File: src/rtl/toplayici_pkg.sv
// Shared definitions for the chunked adder/subtractor: FSM encoding and
// default operand/chunk widths.
package toplayici_pkg;

  localparam int DEF_WIDTH = 64;
  localparam int DEF_CHUNK = 16;

  typedef enum logic [1:0] {
    IDLE = 2'd0,
    CALC = 2'd1,
    DONE = 2'd2
  } state_t;

endpackage

File: src/rtl/parca_toplayici.sv
// Combinational CHUNK-bit adder with carry in/out; the top reuses one
// instance for every chunk of an operation.
module parca_toplayici #(
  parameter int CHUNK = 16
) (
  input  logic [CHUNK-1:0] a,
  input  logic [CHUNK-1:0] b,
  input  logic             cin,
  output logic [CHUNK-1:0] s,
  output logic             cout
);

  assign {cout, s} = {1'b0, a} + {1'b0, b} + {{CHUNK{1'b0}}, cin};

endmodule

File: src/rtl/ardisik_toplayici.sv
// Multi-cycle adder/subtractor: adds CHUNK bits per clock, rippling the
// carry through a register, with valid/ready handshakes on both sides.
module ardisik_toplayici
  import toplayici_pkg::*;
#(
  parameter int WIDTH = DEF_WIDTH,
  parameter int CHUNK = DEF_CHUNK
) (
  input  logic             clk,
  input  logic             rst_n,
  input  logic             in_valid,
  output logic             in_ready,
  input  logic             sub,
  input  logic [WIDTH-1:0] number1,
  input  logic [WIDTH-1:0] number2,
  output logic             out_valid,
  input  logic             out_ready,
  output logic [WIDTH:0]   sum,
  output logic             ovf
);

  localparam int N  = WIDTH / CHUNK;
  localparam int IW = (N > 1) ? $clog2(N) : 1;
  localparam logic [IW-1:0] LAST_IDX = IW'(N - 1);

  if (CHUNK < 1 || CHUNK > WIDTH || (WIDTH % CHUNK) != 0) begin : g_param_check
    $error("ardisik_toplayici: WIDTH must be a non-zero multiple of CHUNK");
  end

  state_t           state_q, state_d;
  logic [WIDTH-1:0] a_q, b_q;
  logic             carry_q;
  logic [IW-1:0]    idx_q;
  logic [WIDTH:0]   sum_q;
  logic             ovf_q;

  logic [CHUNK-1:0] chunk_a, chunk_b, chunk_s;
  logic             chunk_c;
  logic             last;

  assign last    = (idx_q == LAST_IDX);
  assign chunk_a = a_q[int'(idx_q)*CHUNK +: CHUNK];
  assign chunk_b = b_q[int'(idx_q)*CHUNK +: CHUNK];

  parca_toplayici #(.CHUNK(CHUNK)) u_parca (
    .a    (chunk_a),
    .b    (chunk_b),
    .cin  (carry_q),
    .s    (chunk_s),
    .cout (chunk_c)
  );

  // NOTE: every signal driven here gets a default first, so no path through
  // the case can leave it unassigned and infer a latch.
  always_comb begin
    state_d = state_q;
    unique case (state_q)
      IDLE:    if (in_valid)  state_d = CALC;
      CALC:    if (last)      state_d = DONE;
      DONE:    if (out_ready) state_d = IDLE;
      default:                state_d = IDLE;
    endcase
  end

  // NOTE: state is updated with non-blocking assignments so every register
  // samples pre-edge values regardless of statement order.
  always_ff @(posedge clk or negedge rst_n) begin
    if (!rst_n) state_q <= IDLE;
    else        state_q <= state_d;
  end

  // Subtraction is A + ~B + 1: the inverted operand is latched and the +1
  // enters as the initial carry.
  always_ff @(posedge clk or negedge rst_n) begin
    if (!rst_n) begin
      a_q     <= '0;
      b_q     <= '0;
      carry_q <= 1'b0;
      idx_q   <= '0;
      sum_q   <= '0;
      ovf_q   <= 1'b0;
    end else begin
      unique case (state_q)
        IDLE: begin
          if (in_valid) begin
            a_q     <= number1;
            b_q     <= sub ? ~number2 : number2;
            carry_q <= sub;
            idx_q   <= '0;
          end
        end
        CALC: begin
          sum_q[int'(idx_q)*CHUNK +: CHUNK] <= chunk_s;
          carry_q <= chunk_c;
          if (last) begin
            sum_q[WIDTH] <= chunk_c;
            ovf_q        <= (a_q[WIDTH-1] == b_q[WIDTH-1]) &&
                            (chunk_s[CHUNK-1] != a_q[WIDTH-1]);
            idx_q        <= '0;
          end else begin
            idx_q <= idx_q + 1'b1;
          end
        end
        default: ;
      endcase
    end
  end

  assign in_ready  = (state_q == IDLE);
  assign out_valid = (state_q == DONE);
  assign sum       = sum_q;
  assign ovf       = ovf_q;

endmodule

File: config.mk
export PLATFORM = sky130hd
export DESIGN_NAME = ardisik_toplayici
export DESIGN_NICKNAME = d
export VERILOG_FILES = /design/src/rtl/toplayici_pkg.sv /design/src/rtl/parca_toplayici.sv /design/src/rtl/ardisik_toplayici.sv
export SDC_FILE = /design/constraint.sdc
export NUM_CORES = 1
export LEC_CHECK = 0
export CAP_MARGIN = 25
export CORE_MARGIN = 3
export CORE_UTILIZATION = 46
export DETAILED_ROUTE_END_ITERATION = 7
export PLACE_DENSITY_LB_ADDON = 0.3
export SKIP_LAST_GASP = 1
export SLEW_MARGIN = 20
export SYNTH_ARGS = -nofsm -noshare
export SYNTH_HDL_FRONTEND = slang
export SYNTH_HIERARCHICAL = 1
export SYNTH_SLANG_ARGS = --single-unit
File: constraint.sdc
create_clock -name clk -period 3.9 [get_ports clk]
set_input_delay 0.585 -clock clk [delete_from_list [all_inputs] [get_ports clk]]
set_output_delay 0.585 -clock clk [all_outputs]
set_load 0.02 [all_outputs]
; ---- Word-level counts from Yosys, hierarchy flattened
; Index checks and enable logic that the tools add are counted.
[classes]
add_sub_neg = 4
multipliers = 0
div_mod_pow = 0
n_lt_le_gt_ge = 0
n_eq_ne = 8
shift = 4
n_mux = 12
n_bitwise = 1
n_reduce_logical = 7
[ops]
columns = cell, n
row1 = $shiftx 64x7->16, 2
row2 = $bwmux 65, 1
row3 = $shift 16x33->65 const A, 1
row4 = $shiftx 16x33->65, 1
row5 = $mux 64, 1
row6 = $not 64->64, 1
row7 = $neg 6->33, 1
row8 = $add 16x16->17, 1
row9 = $add 17x1->17, 1
row10 = $mux 2, 5
row11 = $pmux 2 s3, 1
row12 = $reduce_and 2->1, 3
row13 = $eq 2x2->1 const B, 2
row14 = $ne 2x2->1 const B, 2
row15 = $pmux 2 s2, 1
row16 = $reduce_and 3->1, 1
row17 = $add 2x1->2 const B, 1
row18 = $eq 2x1->1 const B, 1
row19 = $logic_not 2->1, 1
row20 = $mux 1, 2
row21 = $ne 2x1->1 const B, 1
row22 = $pmux 1 s2, 1
row23 = $reduce_bool 2->1, 1
row24 = $eq 1x1->1, 1
row25 = 2 further kinds, 2
[word_totals]
ff_bits = 199
latchBits = 0
ramBits = 0
mem_bits_ro = 0
in_bits = 133
out_inout_bits = 68
wordCells = 43
memories = 0

; ---- Logic depth before layout (Yosys ltp)
[logic_depth]
word_depth = 6
depth_mapped = 13
ltp_nobuf = 11

; ---- Cells and area by module
; The synthesis kept the hierarchy.
[modules_own_cells]
columns = mod, instances, cells_each, area_per_inst_um2, seq_area_each_um2
row1 = ardisik_toplayici, 1, 673, 8749.6, 4979.8
row2 = parca_toplayici, 1, 89, 733.2, 0.0

; ---- Worst setup path before layout
; Ideal clock, no wire load.
[synth_timing]
path_type = register to register
start = reg idx_q[0]
end = reg sum_q[64] (netlist: sum[64])
setup_time_ns = 0.125
arrival_ns = 3.582
t_required_ns = 3.775
slack_ns = 0.193
path_stages_with_launch = 13
path_buffers = 2
synth_period_minus_slack_ns = 3.707
path_cell_list = dfrtp_1 buf_4 buf_2 mux4_2 fa_1 fa_1 a21oi_2 o21ai_2 a21oi_2 o221ai_2 a221o_1 a21o_1 mux2_2
[synth_via]
word_cells_on_any_way = 10
classes_between = 3 x add/sub / 1 x eq/ne / 4 x shift / 2 x mux
[synth_rtl]
columns = element, line_no
row1 = start: declaration, ardisik_toplayici.sv:33  ; logic [IW-1:0] idx_q;
row2 = start signal: assignment, ardisik_toplayici.sv:101  ; idx_q <= idx_q + 1'b1;
row3 = $shiftx 64x7->16, ardisik_toplayici.sv:43  ; assign chunk_b = b_q[int'(idx_q)*CHUNK +: CHUNK];
row4 = net chunk_b[0], ardisik_toplayici.sv:37  ; logic [CHUNK-1:0] chunk_a, chunk_b, chunk_s;
row5 = $add 16x16->17, parca_toplayici.sv:13  ; assign {cout, s} = {1'b0, a} + {1'b0, b} + {{CHUNK{1'b0}}, cin};
row6 = $add 17x1->17, parca_toplayici.sv:13
row7 = net chunk_c, ardisik_toplayici.sv:38  ; logic chunk_c;
row8 = $mux 1, ardisik_toplayici.sv:95  ; if (last) begin
row9 = end signal: indexed assignment, ardisik_toplayici.sv:93  ; sum_q[int'(idx_q)*CHUNK +: CHUNK] <= chunk_s;
row10 = end signal: indexed assignment, ardisik_toplayici.sv:96  ; sum_q[WIDTH] <= chunk_c;
row11 = end: declaration, ardisik_toplayici.sv:34  ; logic [WIDTH:0] sum_q;
; The timed path passes the listed nets, and every way through them passes these cells.
; A chain may end at the register's enable or synchronous reset.

; ---- Worst setup path after layout
[layout_timing]
start = reg idx_q[0]
end = reg sum_q[10] (netlist: sum[10])
[layout_via]
elab_chain_cells = 5
word_cells_on_any_way = 8
classes_between = 3 x add/sub / 4 x shift / 1 x mux
[layout_rtl]
columns = element, line_no
row1 = $shiftx 64x7->16, ardisik_toplayici.sv:42  ; assign chunk_a = a_q[int'(idx_q)*CHUNK +: CHUNK];
row2 = net chunk_a[0], ardisik_toplayici.sv:37
row3 = $add 16x16->17, parca_toplayici.sv:13
row4 = $add 17x1->17, parca_toplayici.sv:13
row5 = net chunk_s[10], ardisik_toplayici.sv:37
row6 = $shiftx 16x33->65, ardisik_toplayici.sv:93
row7 = $bwmux 65, ardisik_toplayici.sv:93
; The timed path passes the listed nets, and every way through them passes these cells.

==> results_dict.tcl <==
set metrics [dict create \
    rsz0062_at_grt "no" \
    maxSlewHeadroom_pct 33.4 \
    drcViolationCount 0 \
    top_usage_layer "met2" \
    ir_drop_mv 0.635 \
    hold_class "input pin to asynchronous set/reset pin" \
    synth_seq_cells 199 \
    yosys_warnings 6 \
    fmax_mhz 283 \
    die_w_um 150 \
    nNetsFinal 1101 \
    initial_core_util_pct 47.8 \
    clock_sinks 199 \
    grt_pass1_vias 6446 \
    grt_pass1_wl_mm 35.3 \
    drt_iter0_markers 367 \
    cts.path.max_buffers 2 \
    place_hpwl_mm 16.3 \
    clk_pin_slew_ps 70 \
    gp_congestion 0.820 \
    endpoint_kind "flop" \
    clk_latency_ps 430 \
    detail-route-antenna-nets 0 \
    vias 6548 \
    area_growth_pct 30.2 \
    cp-startpoint "idx_q[0]" \
    tightestPinTransition_ps 1000 \
    rows 51 \
    cts_made_buffers 17 \
    wl_mm 22.5 \
    skew_ps 16.1 \
    fill_cells 1596 \
    path_class "flop to flop" \
    final_cell_area_um2 12300 \
    grt_max_degree 122 \
    cts_resized 0 \
    use_met3_pct 4.88 \
    drt-pass1-iter-count 6 \
    postLayoutCoreUtil_pct 62.2 \
    r2r_slack_ps 370 \
    status "complete, no violations" \
    cts_max_level 4 \
    syn_area_per_cell_um2 12.4 \
    cts-root-buf "clkbuf_16" \
    grt_usage_pct 20.4 \
    die_h_um 150 \
    ys.flop_type "dfrtp_1" \
    cts_tree "done" \
    ioPinCount 201 \
    final-setup-viol-count 0 \
    synth-edff-count 0 \
    seqCellArea_um2 4980 \
    crit_end "sum[10]" \
    synthCells 762 \
    drive_gt1_share_pct 15.6 \
    grt_antenna_before_repair 0 \
    min_period_ps 3530 \
    cp_max_fo 4 \
    synthesis.nets 916 \
    p_per_area_nw_per_um2 1030 \
    placed_area_um2 11700 \
    hold_buffers 0 \
    leakage_nw 5.04 \
    num_antenna_cells 0 \
    wl_per_cell_um 18.4 \
    timing.rr.end "sum[10]" \
    use_met1_pct 28.9 \
    slew_viol_final 0 \
    synth_cell_type_count 50 \
    tns_ps 0 \
    critical_path_arrival_ps 3860 \
    die-area_um2 22400 \
    seq_area_frac_synth_pct 52.5 \
    grtUsageMet2_pct 32.1 \
    timing.critical_path.required_ps 4230 \
    port_buffers 200 \
    async_reset_ff_share_pct 100 \
    r2r_cells 11 \
    start_kind "flop" \
    multi_input_area_um2 4190 \
    cap_violations 0 \
    r2r-start "idx_q[0]" \
    netlist_area_um2 9480 \
    viasPerCell 5.35 \
    cts_setup_buffers 0 \
    hold_viol 0 \
    core_um2 19800 \
    post-route-period-util_pct 90.5 \
    overflow 0 \
]
Yosys cell counts, types with 4 or more instances:
library cell | instances | share of area (%)
a22o_1 | 49 | 4.5
a21oi_1 | 75 | 4.0
a21o_1 | 4 | 0.32
inv_1 | 8 | 0.32
o21bai_1 | 4 | 0.32
mux2_2 | 53 | 6.3
buf_4 | 13 | 1.0
nor2_1 | 72 | 2.8
nand2_1 | 43 | 1.7
buf_2 | 23 | 1.2
buf_6 | 4 | 0.47
xnor2_1 | 73 | 6.7
mux2_1 | 12 | 1.4
ha_1 | 19 | 2.5
mux4_2 | 32 | 7.6
xor2_1 | 5 | 0.46
dfrtp_1 | 199 | 53
clkbuf_1 | 8 | 0.32
o21ai_0 | 23 | 1.2
cell usage in the layout, fill, tap and decap left out, drive strengths merged, types with 3 or more instances in the layout:
| cell | synthesis | final |
|---|---|---|
| a21o | 5 | 5 |
| a21oi | 78 | 78 |
| a22o | 49 | 49 |
| buf | 41 | 16 |
| bufinv | 0 | 4 |
| clkbuf | 8 | 20 |
| clkdlybuf4s50 | 0 | 198 |
| clkinv | 0 | 4 |
| dfrtp | 199 | 199 |
| ha | 19 | 19 |
| inv | 8 | 12 |
| mux2 | 65 | 65 |
| mux4 | 32 | 32 |
| nand2 | 43 | 43 |
| nand2b | 4 | 4 |
| nand3 | 3 | 3 |
| nor2 | 72 | 72 |
| o21ai | 26 | 26 |
| o21bai | 4 | 4 |
| o31ai | 3 | 3 |
| xnor2 | 73 | 73 |
| xor2 | 5 | 5 |
worst min-delay path by stage:
stage	startpoint	endpoint	slack, ps	cells past startpoint
6_report	rst_n	sum[17]	40	1
5_1_grt	rst_n	sum[17]	30	1
4_1_cts	rst_n	sum[17]	340	1
3_5_place_dp	sum[6]	sum[6]	470	2
3_3_place_gp	sum[5]	sum[5]	460	2
2_1_floorplan	rst_n	a_q[0]	290	0
flip-flops by register name, indices dropped and copies added (netlist names):
register / flops
a_q: 64
b_q: 64
carry_q: 1
idx_q: 2
ovf: 1
state_q: 2
sum: 65
final cells by class:
type	instances	share of cell area (%)
inverters	8	0.243
repair buffers	215	17.7
multi-input cells	506	33.9
clock buffers	19	3.59
clock inverters	13	1.56
flip-flops and latches	199	40.3
well taps	265	2.69
metal layers:
metal	share of wire, %	wire length, um	vias up
met4	1.1	251	0
li1	-	-	3092
met3	6.4	1430	19
met5	0	0	-
met1	45	10200	3233
met2	47	10600	204
critical path, cell delays in order (launching register included):
cell and delay, ps:
dfrtp_2 430, mux4_2 530, fa_1 480, fa_1 440, a21oi_2 200, o21ai_2 100, a2111oi_2 410, o31ai_1 120
a21oi_1 190, xnor2_1 240, nand2_1 80, o21ai_0 200
metrics by stage:
stage,setup WS (ps),total power [mW],std cells,hold slack (ps)
final,369,12.7,1225,37.4
after floorplan,193,8.47,762,289
after global routing,92.9,13.6,1225,34.2
after detailed placement,435,10.8,1191,470
after CTS,339,12.7,1223,341
after global placement,478,10.6,1191,463
cells by family after synthesis:
kind of cell / Yosys count / synth area share, %
fa+ha+maj: 21 / 2.93
compound gates: 174 / 12.2
flops: 199 / 52.5
buf+inv: 57 / 3.39
xor+xnor: 78 / 7.20
simple gates: 135 / 6.35
mux: 98 / 15.4
report_power, final:
part | internal [mW] | switching [mW]
sequential | 2.98 | 0.538
combinational | 3.16 | 4.11
clock | 1.10 | 0.797
total | 7.24 | 5.44
Power figures use the tool's default switching activity.
